$ cat config.mk
export PLATFORM = sky130hd
export DESIGN_NAME = systolic_drain
export DESIGN_NICKNAME = d
export VERILOG_FILES = /design/src/rtl/systolic_pkg.sv /design/src/rtl/sync_fifo.sv /design/src/rtl/systolic_drain.sv
export SDC_FILE = /design/constraint.sdc
export NUM_CORES = 1
export LEC_CHECK = 0
export BUFFER_PORTS_ARGS = -buffer_cell sky130_fd_sc_hd__buf_4
export CORE_ASPECT_RATIO = 1.5
export CORE_MARGIN = 1
export CORE_UTILIZATION = 63
export CTS_BUF_LIST = sky130_fd_sc_hd__clkbuf_16
export DETAILED_ROUTE_END_ITERATION = 8
export GPL_TIMING_DRIVEN = 0
export PLACE_DENSITY = 0.84
export SYNTH_ARGS = -nofsm -noshare
export SYNTH_HDL_FRONTEND = slang
export SYNTH_SLANG_ARGS = --single-unit
$ cat constraint.sdc
create_clock -name clk -period 34.5 [get_ports clk]
set_clock_uncertainty 0.15 [all_clocks]
set_input_delay 6.9 -clock clk [delete_from_list [all_inputs] [get_ports clk]]
set_output_delay 6.9 -clock clk [all_outputs]
set_load 0.1 [all_outputs]
$ cat src/rtl/systolic_pkg.sv
`default_nettype none
// ============================================================================
//  Module   : systolic_pkg
//  Purpose  : Shared defaults, capture-window helper and drain FSM state type
//             for the systolic array output collector.
//  Revision : 1.0 - initial release
// ============================================================================
package systolic_pkg;

    // Array geometry defaults
    localparam int DEF_DW   = 32;
    localparam int DEF_COLS = 3;
    localparam int DEF_ROWS = 3;

    // Last edge index k of a tile capture: the edge that aligns row ROWS-1
    function automatic int cap_last(input int rows, input int cols);
        return rows + cols - 2;
    endfunction

    localparam int CAP_LAST = cap_last(DEF_ROWS, DEF_COLS);

    // Drain controller states
    typedef enum logic [0:0] {
        IDLE    = 1'b0,
        CAPTURE = 1'b1
    } drain_state_t;

endpackage
`default_nettype wire

$ cat src/rtl/sync_fifo.sv
`default_nettype none
// ============================================================================
//  Module   : sync_fifo
//  Purpose  : Single-clock FIFO, registered head (no write-to-read bypass).
//             When full, a pop frees its slot before a same-edge push lands.
//  Revision : 1.0 - initial release
// ============================================================================
module sync_fifo #(
    parameter int WIDTH = 32,
    parameter int DEPTH = 4
) (
    input  logic             clk,
    input  logic             rst,
    input  logic             i_push,
    input  logic [WIDTH-1:0] i_data,
    input  logic             i_pop,
    output logic [WIDTH-1:0] o_data,
    output logic             o_full,
    output logic             o_empty
);

    localparam int              c_AW   = (DEPTH > 1) ? $clog2(DEPTH) : 1;
    localparam int              c_CW   = c_AW + 1;
    localparam logic [c_CW-1:0] c_FULL = c_CW'(DEPTH);

    logic [WIDTH-1:0] r_mem [DEPTH];
    logic [c_AW-1:0]  r_wr_ptr;
    logic [c_AW-1:0]  r_rd_ptr;
    logic [c_CW-1:0]  r_count;
    logic             w_do_pop;
    logic             w_do_push;

    assign o_empty   = (r_count == '0);
    assign o_full    = (r_count == c_FULL);
    assign w_do_pop  = i_pop && !o_empty;
    // A full FIFO still accepts a push when the same edge pops
    assign w_do_push = i_push && (!o_full || w_do_pop);
    assign o_data    = r_mem[r_rd_ptr];

    // Pointer and occupancy bookkeeping; pointers wrap modulo DEPTH
    always_ff @(posedge clk or posedge rst) begin
        if (rst) begin
            r_wr_ptr <= '0;
            r_rd_ptr <= '0;
            r_count  <= '0;
        end else begin
            if (w_do_push) begin
                r_wr_ptr <= r_wr_ptr + c_AW'(1);
            end
            if (w_do_pop) begin
                r_rd_ptr <= r_rd_ptr + c_AW'(1);
            end
            case ({w_do_push, w_do_pop})
                2'b10:   r_count <= r_count + c_CW'(1);
                2'b01:   r_count <= r_count - c_CW'(1);
                default: r_count <= r_count;
            endcase
        end
    end

    // Storage array; cleared on reset so the head reads a defined value
    always_ff @(posedge clk or posedge rst) begin
        if (rst) begin
            for (int i = 0; i < DEPTH; i++) begin
                r_mem[i] <= '0;
            end
        end else if (w_do_push) begin
            r_mem[r_wr_ptr] <= i_data;
        end
    end

endmodule
`default_nettype wire

$ cat src/rtl/systolic_drain.sv
`default_nettype none
// ============================================================================
//  Module   : systolic_drain
//  Purpose  : Output collector for the weight-stationary systolic array.
//             Deskews the diagonally arriving south outputs, packs each
//             result row into one word and queues rows for a valid/ready
//             consumer.
//  Options  : SYSTOLIC_DRAIN_ROW_IDX_EN - adds out_row, the row index stored
//             alongside each queued row.
//  Revision : 1.0 - initial release
// ============================================================================
module systolic_drain
    import systolic_pkg::*;
#(
    parameter  int DW    = DEF_DW,
    parameter  int COLS  = DEF_COLS,
    parameter  int ROWS  = DEF_ROWS,
    parameter  int DEPTH = 4,
    localparam int ROW_W = (ROWS > 1) ? $clog2(ROWS) : 1
) (
    input  logic               clk,
    input  logic               rst,
    input  logic               start,
    input  logic [COLS*DW-1:0] in_south,
    output logic [COLS*DW-1:0] out_data,
    output logic               out_valid,
    input  logic               out_ready,
`ifdef SYSTOLIC_DRAIN_ROW_IDX_EN
    output logic [ROW_W-1:0]   out_row,
`endif
    output logic               busy,
    output logic               done,
    output logic               overflow
);

    // Capture window: edges k = 0 .. c_CAP_LAST, first push at k = COLS-1
    localparam int                 c_CAP_LAST  = cap_last(ROWS, COLS);
    localparam int                 c_CNT_W     = (c_CAP_LAST > 0) ? $clog2(c_CAP_LAST + 1) : 1;
    localparam logic [c_CNT_W-1:0] c_CNT_LAST  = c_CNT_W'(c_CAP_LAST);
    localparam logic [c_CNT_W-1:0] c_CNT_FIRST = c_CNT_W'(COLS - 1);

`ifdef SYSTOLIC_DRAIN_ROW_IDX_EN
    localparam int c_FW = COLS*DW + ROW_W;
`else
    localparam int c_FW = COLS*DW;
`endif

    drain_state_t        r_state;
    drain_state_t        w_state_nxt;
    logic [c_CNT_W-1:0]  r_cnt;
    logic [c_CNT_W-1:0]  w_cnt_nxt;
    logic [c_CNT_W-1:0]  w_k;
    logic                w_in_tile;
    logic                w_push;
    logic                w_done_nxt;
    logic                r_done;
    logic                r_overflow;
    logic                w_full;
    logic                w_empty;
    logic                w_drop;
    logic [COLS*DW-1:0]  w_aligned;
    logic [c_FW-1:0]     w_fifo_in;
    logic [c_FW-1:0]     w_fifo_out;

    // ------------------------------------------------------------------
    // Deskew: column c is delayed COLS-1-c cycles so every column of one
    // row reaches the packer on the same edge.
    // ------------------------------------------------------------------
    for (genvar c = 0; c < COLS; c++) begin : g_col
        localparam int c_STAGES = COLS - 1 - c;
        if (c_STAGES == 0) begin : g_pass
            assign w_aligned[c*DW +: DW] = in_south[c*DW +: DW];
        end else begin : g_chain
            logic [DW-1:0] r_pipe [c_STAGES];

            // Free-running shift chain for this column
            always_ff @(posedge clk or posedge rst) begin
                if (rst) begin
                    for (int i = 0; i < c_STAGES; i++) begin
                        r_pipe[i] <= '0;
                    end
                end else begin
                    r_pipe[0] <= in_south[c*DW +: DW];
                    for (int i = 1; i < c_STAGES; i++) begin
                        r_pipe[i] <= r_pipe[i-1];
                    end
                end
            end

            assign w_aligned[c*DW +: DW] = r_pipe[c_STAGES-1];
        end
    end

    // ------------------------------------------------------------------
    // Capture controller. r_cnt holds the k of the most recent edge of the
    // tile; w_k is the k of the upcoming edge. A start arriving on the
    // edge after k = c_CAP_LAST chains straight into a new tile.
    // ------------------------------------------------------------------

    // State, edge counter and done pulse registers
    always_ff @(posedge clk or posedge rst) begin
        if (rst) begin
            r_state <= IDLE;
            r_cnt   <= '0;
            r_done  <= 1'b0;
        end else begin
            r_state <= w_state_nxt;
            r_cnt   <= w_cnt_nxt;
            r_done  <= w_done_nxt;
        end
    end

    // Next-state, edge index and push decode
    always_comb begin
        w_state_nxt = r_state;
        w_cnt_nxt   = r_cnt;
        w_k         = '0;
        w_in_tile   = 1'b0;
        if (r_state == CAPTURE && r_cnt != c_CNT_LAST) begin
            w_in_tile = 1'b1;
            w_k       = r_cnt + c_CNT_W'(1);
            w_cnt_nxt = r_cnt + c_CNT_W'(1);
        end else if (start) begin
            w_in_tile   = 1'b1;
            w_k         = '0;
            w_cnt_nxt   = '0;
            w_state_nxt = CAPTURE;
        end else begin
            w_state_nxt = IDLE;
        end
        w_push     = w_in_tile && (w_k >= c_CNT_FIRST);
        w_done_nxt = w_in_tile && (w_k == c_CNT_LAST);
    end

    assign busy = (r_state == CAPTURE);
    assign done = r_done;

    // ------------------------------------------------------------------
    // Row queue
    // ------------------------------------------------------------------
    // A push is lost only when full and nothing leaves on the same edge
    assign w_drop = w_push && w_full && !out_ready;

    // Sticky drop flag, cleared only by reset
    always_ff @(posedge clk or posedge rst) begin
        if (rst) begin
            r_overflow <= 1'b0;
        end else if (w_drop) begin
            r_overflow <= 1'b1;
        end
    end

    assign overflow  = r_overflow;
    assign out_valid = !w_empty;

`ifdef SYSTOLIC_DRAIN_ROW_IDX_EN
    logic [ROW_W-1:0] w_row;
    // Row being aligned on this edge is k-(COLS-1)
    assign w_row     = ROW_W'(w_k - c_CNT_FIRST);
    assign w_fifo_in = {w_row, w_aligned};
    assign out_data  = w_fifo_out[COLS*DW-1:0];
    assign out_row   = w_fifo_out[c_FW-1 -: ROW_W];
`else
    assign w_fifo_in = w_aligned;
    assign out_data  = w_fifo_out;
`endif

    sync_fifo #(
        .WIDTH (c_FW),
        .DEPTH (DEPTH)
    ) u_fifo (
        .clk     (clk),
        .rst     (rst),
        .i_push  (w_push),
        .i_data  (w_fifo_in),
        .i_pop   (out_ready),
        .o_data  (w_fifo_out),
        .o_full  (w_full),
        .o_empty (w_empty)
    );

endmodule
`default_nettype wire

======== Word level (Yosys, flattened, before mapping) ========
Cells that the tools add are included.
storage, ports and cells
  register bits ........................... 493
  latch bits .............................. 0
  memory bits (writable) .................. 0
  bits in read-only memories .............. 0
  input bits .............................. 100
  output and inout port bits .............. 100
  logic and storage cells ................. 57
  memories kept ........................... 0
cells by class
  add/subtract/negate cells ............... 5
  $mul .................................... 0
  divide/modulo/power cells ............... 0
  order comparisons ....................... 4
  eq/ne operators ......................... 5
  shift operators ......................... 0
  muxes and demuxes ....................... 12
  bitwise gates (word level) .............. 2
  reduce and logical (&&, ||, !) cells .... 15
operator list
  operator                                                                number
  384-bit bitwise mux                                                     1
  96-bit 2-to-1 mux                                                       3
  96-bit binary-select mux with 2-bit select                              1
  96-bit demux with 2-bit select                                          1
  3-bit 2-to-1 mux                                                        3
  1-bit logical AND                                                       8
  3-bit by 1-bit adder with 3-bit output (second input constant)          2
  3-bit == test (second input constant)                                   2
  3-bit >= comparator (second input constant)                             2
  2-bit inverter with 3-bit output                                        2
  3-bit one-hot mux with 2 select lines                                   1
  2-bit by 1-bit adder with 2-bit output (second input constant)          2
  2-bit nonzero test                                                      2
  3-bit by 2-bit >= comparator with 1-bit output (second input constant)  1
  1-bit zero test                                                         3
  3-bit zero test                                                         1
  3-bit by 1-bit < comparator with 1-bit output (second input constant)   1
  3-bit != test (second input constant)                                   1
  3-bit by 1-bit subtractor with 3-bit output (second input constant)     1
  2-bit by 1-bit == test with 1-bit output (second input constant)        1
  2-bit == test (second input constant)                                   1
  1-bit 2-to-1 mux                                                        2
  1-bit logical OR                                                        1

======== Depth between registers and ports, before layout ========
  depth after elaboration ................. 8
  mapped depth ............................ 11
  depth with buffers taken out ............ 10

======== Cells and area by module ========
Synthesis repeated with hierarchy kept, for this count alone.
second synthesis, totals
  cells, all modules ...................... 1094
  area total of the unflattened synthesis .. 19663.9 um^2
modules (own cells, without submodules)
  module          times used  cells an instance  area each (um^2)
  sync_fifo       1           968                16957.5
  systolic_drain  1           126                2706.3

======== Worst setup path after synthesis ========
OpenSTA, ideal clock, no wires.
  kind .................................... register to output
  from .................................... reg u_fifo.r_rd_ptr[0]
  to ...................................... out out_data[43]
  arrival ................................. 1.928 ns
  data required time ...................... 27.450 ns
  slack ................................... 25.522 ns
  stages on the path, launching flop included .. 5
  cells stage by stage .................... dfrtp_1 clkbuf_1 buf_2 buf_2 mux4_2
between the ends
  word-level cells in the longest chain between the ends .. 4
RTL lines
  what                                                    RTL line              RTL
  start: declaration                                      sync_fifo.sv:28       logic [c_AW-1:0] r_rd_ptr;
  start signal: assignment                                sync_fifo.sv:51       r_rd_ptr <= r_rd_ptr + c_AW'(1);
  2-bit inverter with 3-bit output (implied by the code)  sync_fifo.sv:38       assign o_data = r_mem[r_rd_ptr];
  96-bit binary-select mux with 2-bit select              sync_fifo.sv:38
  96-bit 2-to-1 mux (implied by the code) (2 in a row)    sync_fifo.sv:38
  end: declaration                                        systolic_drain.sv:25  output logic [COLS*DW-1:0] out_data,
Every way passes these cells. The select of a mux whose other input is x is not followed.

======== Final worst setup path ========
  from .................................... reg u_fifo.r_rd_ptr[1]
  to ...................................... out out_data[48]
The elaborated chain is that of the path after synthesis.

==> results by group <==
Setup path
  • R2r endpoint: u_fifo.r_count[2]$_DFFE_PP0P_
  • CP Launch Type: register
  • CP Class: register to output pin
  • Critical Path End Type: output pin
  • Worst path max stage delay: 680 ps
  • Crit path max-delay cell type: clkbuf_1
  • RR Startpoint: r_cnt[0]$_DFFE_PP0P_
  • Arrival time worst endpoint: roughly 3200 ps
  • Required @ worst endpoint: 27,450 ps
  • Reg2Reg Setup Slack: 31,850 ps
  • Most used cell, CP: clkbuf_1
  • Critical-path cell list: clkbuf_1 -> clkbuf_1 -> buf_1 -> mux4_2 -> buf_4
  • CP Max Fanout: 10
  • Length in cells of the worst reg-to-reg path: 10

Synth
  • Mapped cell area: 19,600 µm²
  • Synth warn: 0
  • FF+latch count, synth: 493
  • Post-Syn Instances: 1,088
  • Seq/Total Area, Yosys: 62.8%
  • Netlist cell types: 30
  • Post-Syn Nets: 1,196
  • Avg Cell Area, Syn: 18.0 µm²
  • Commonest cells in the synthesized netlist: dfrtp_1, mux2_2, mux2_1
  • Top_reg_cell synth: dfrtp_1
  • FFs w/ async S/R, synth: between 90% and 100%
  • Most numerous cell in the Yosys netlist: dfrtp_1
  • EDFF count, synth: 0
  • Area leader, netlist: dfrtp_1
  • Synth top area share: between 60 and 70%
  • Top post-synthesis cells by area: dfrtp_1, mux2_2, mux4_2

Routing
  • DR WL met3: approximately 1600 µm
  • Max Used Layer: met4
  • Post-DR vias/cell: roughly 6
  • Initial DRC Count: 448
  • Detailed-route DRC error count: 0
  • DR WL/cell: 21.9 µm
  • Routed wl met2: between 20,000 and 25,000 µm
  • Drt total wl: 38,800 µm
  • Met1 Wirelength: 15,100 µm
  • Via count: around 10,000
  • Drt pass-1 iters: 4
  • Final ANT Viol Nets: 0

Clock tree
  • Post-CTS Hold Fix Bufs: 0
  • Cts bufs inserted: 44
  • CTS tree: built
  • H-tree depth reported by CTS: 2
  • # resized after CTS: 0
  • Sink Count: between 400 and 500
  • Clock-pin slew on the worst setup and hold paths: 70 ps
  • Clk_lat worst skew: 540 ps
  • Clk buf depth: 3
  • Post-CTS setup buffer count: 0
  • Root buffer cell: clkbuf_16

Run
  • Max Cap Violations: 0

Placement
  • Post-DP HPWL: 25,800 µm
  • PortBufs: 199
  • Dpl cells: roughly 1,700
  • Routability cong.: between 0.7 and 0.8

Floorplanning
  • Vert. Die Dim: roughly 220 µm
  • FP Rows: 78
  • Die width: 146 µm
  • Initial Util: 64.5%
  • Die Area: 31,900 µm²
  • IO Pins: 200
  • Core box area: ~30,000 µm²

GRT
  • Antenna violations before repair: 0
  • Gr ovfl total: 0
  • Vias in the first global route: 11,519
  • Wire length of the first global-routing pass: 63,100 µm
  • All-Layer GR Usage: between 20% and 30%
  • Largest net degree at the start of global routing: 146

STA
  • RSZ-0062 raised after global routing: no
  • Slew @ Worst Pin: 911 ps
  • Fin crit share: slightly below 30%
  • Final Critical Period: 10,290 ps
  • Hold_ws: 199 ps
  • Final Slew Violations: 0
  • Peak Freq: 97.2 MHz
  • Final setup violation count: 0
  • Final Hold Viols: 0
  • TNS Setup: 0 ps
  • Slew HR: 39.2%

Cells and area
  • Final Non-Filler Cells: about 1,800
  • Finished Core Util: around 76%
  • Fillers: 1,797
  • Multi-input gate area: 6870 µm²
  • Nets: 1,444
  • Reg area: 12,300 µm²
  • ANT cells: 0
  • Area grow syn2layout: 17.3%
  • Layout cells sized above 1: 46.6%

Worst hold path
  • Worst hold-check path type: register to register
  • Hold Crit Depth: 0
  • Hold_sp: g_col[0].g_chain.r_pipe[43]$_DFF_PP0_
  • Hold Path Sink: g_col[0].g_chain.r_pipe[11]$_DFF_PP0_

Outcome
  • Outcome: complete, no violations
## sequential cells by signal, summed over array words and instances (netlist names)
name	cells
r_cnt	3
u_fifo.r_count	3
u_fifo.r_mem	384
overflow	1
g_col.g_chain.r_pipe	96
done	1
u_fifo.r_rd_ptr	2
u_fifo.r_wr_ptr	2
busy	1
## critical path: cells and delay by family (launching register included)
kind                   cells  cell delay [ps]
buffers and inverters      4             1900
flip-flops                 1              330
multiplexers               1              450
## kinds of logic after synthesis
kind of cell	synth area share (%)
buf+inv	2.20
compound gates	0.580
mux	33.2
fa+ha+maj	0.548
simple gates	0.306
xor+xnor	0.351
flops	62.8
## placed cells by master, fill, tap and decap left out, drive strengths merged
master | Yosys | layout
dfrtp | 493 | 493
mux2 | 386 | 386
buf | 54 | 256
mux4 | 96 | 96
clkbuf | 11 | 56
inv | 8 | 19
clkinv | 0 | 18
ha | 7 | 7
nand2 | 6 | 6
o2111ai | 4 | 4
xor2 | 4 | 4
o21ai | 3 | 3
xnor2 | 3 | 3
bufinv | 0 | 2
clkinvlp | 0 | 2
a21boi | 1 | 1
or4b | 1 | 1
or2 | 1 | 1
o31ai | 1 | 1
o31a | 1 | 1
o211ai | 1 | 1
or3 | 1 | 1
nor3 | 1 | 1
nor2 | 1 | 1
o21bai | 1 | 1
nor2b | 1 | 1
mux2i | 1 | 1
fa | 1 | 1
## final cells by class
cell class / instances / area share, %
Buffer: 65 / 1.74
Clock buffer: 45 / 4.89
Clock inverter: 33 / 0.836
Inverter: 8 / 0.163
Multi-Input combinational cell: 522 / 29.8
Sequential cell: 493 / 53.5
Tap cell: 400 / 2.17
Timing Repair Buffer: 202 / 6.84
## per-stage QoR
stage,setup WS [ps],cell area [µm²]
2_1_floorplan,13690,19600
3_3_place_gp,9590,21600
3_5_place_dp,24780,21700
4_1_cts,24180,23000
5_1_grt,24090,23000
6_report,24210,23000
## worst max-delay path by stage
stage / startpoint / endpoint / slack [ps]
final: u_fifo.r_rd_ptr[1]$_DFFE_PP0P_ / out_data[48] / 24210
after global routing: u_fifo.r_rd_ptr[1]$_DFFE_PP0P_ / out_data[48] / 24090
after CTS: u_fifo.r_rd_ptr[1]$_DFFE_PP0P_ / out_data[48] / 24180
after detailed placement: u_fifo.r_rd_ptr[1]$_DFFE_PP0P_ / out_data[36] / 24780
after global placement: rst / g_col[1].g_chain.r_pipe[18]$_DFF_PP0_ / 9590
after floorplan: rst / busy$_DFFE_PP0N_ / 13690
## metal layers
metal,track usage [%],vias up
met3,4.34,59
met4,8.19,0
met2,46.4,196
met1,32.3,5613
li1,-,4494
met5,0,-
Power is left out: the tool's default activity adds up to more than one toggle a clock period on the data nets, which glitch-free logic cannot reach.
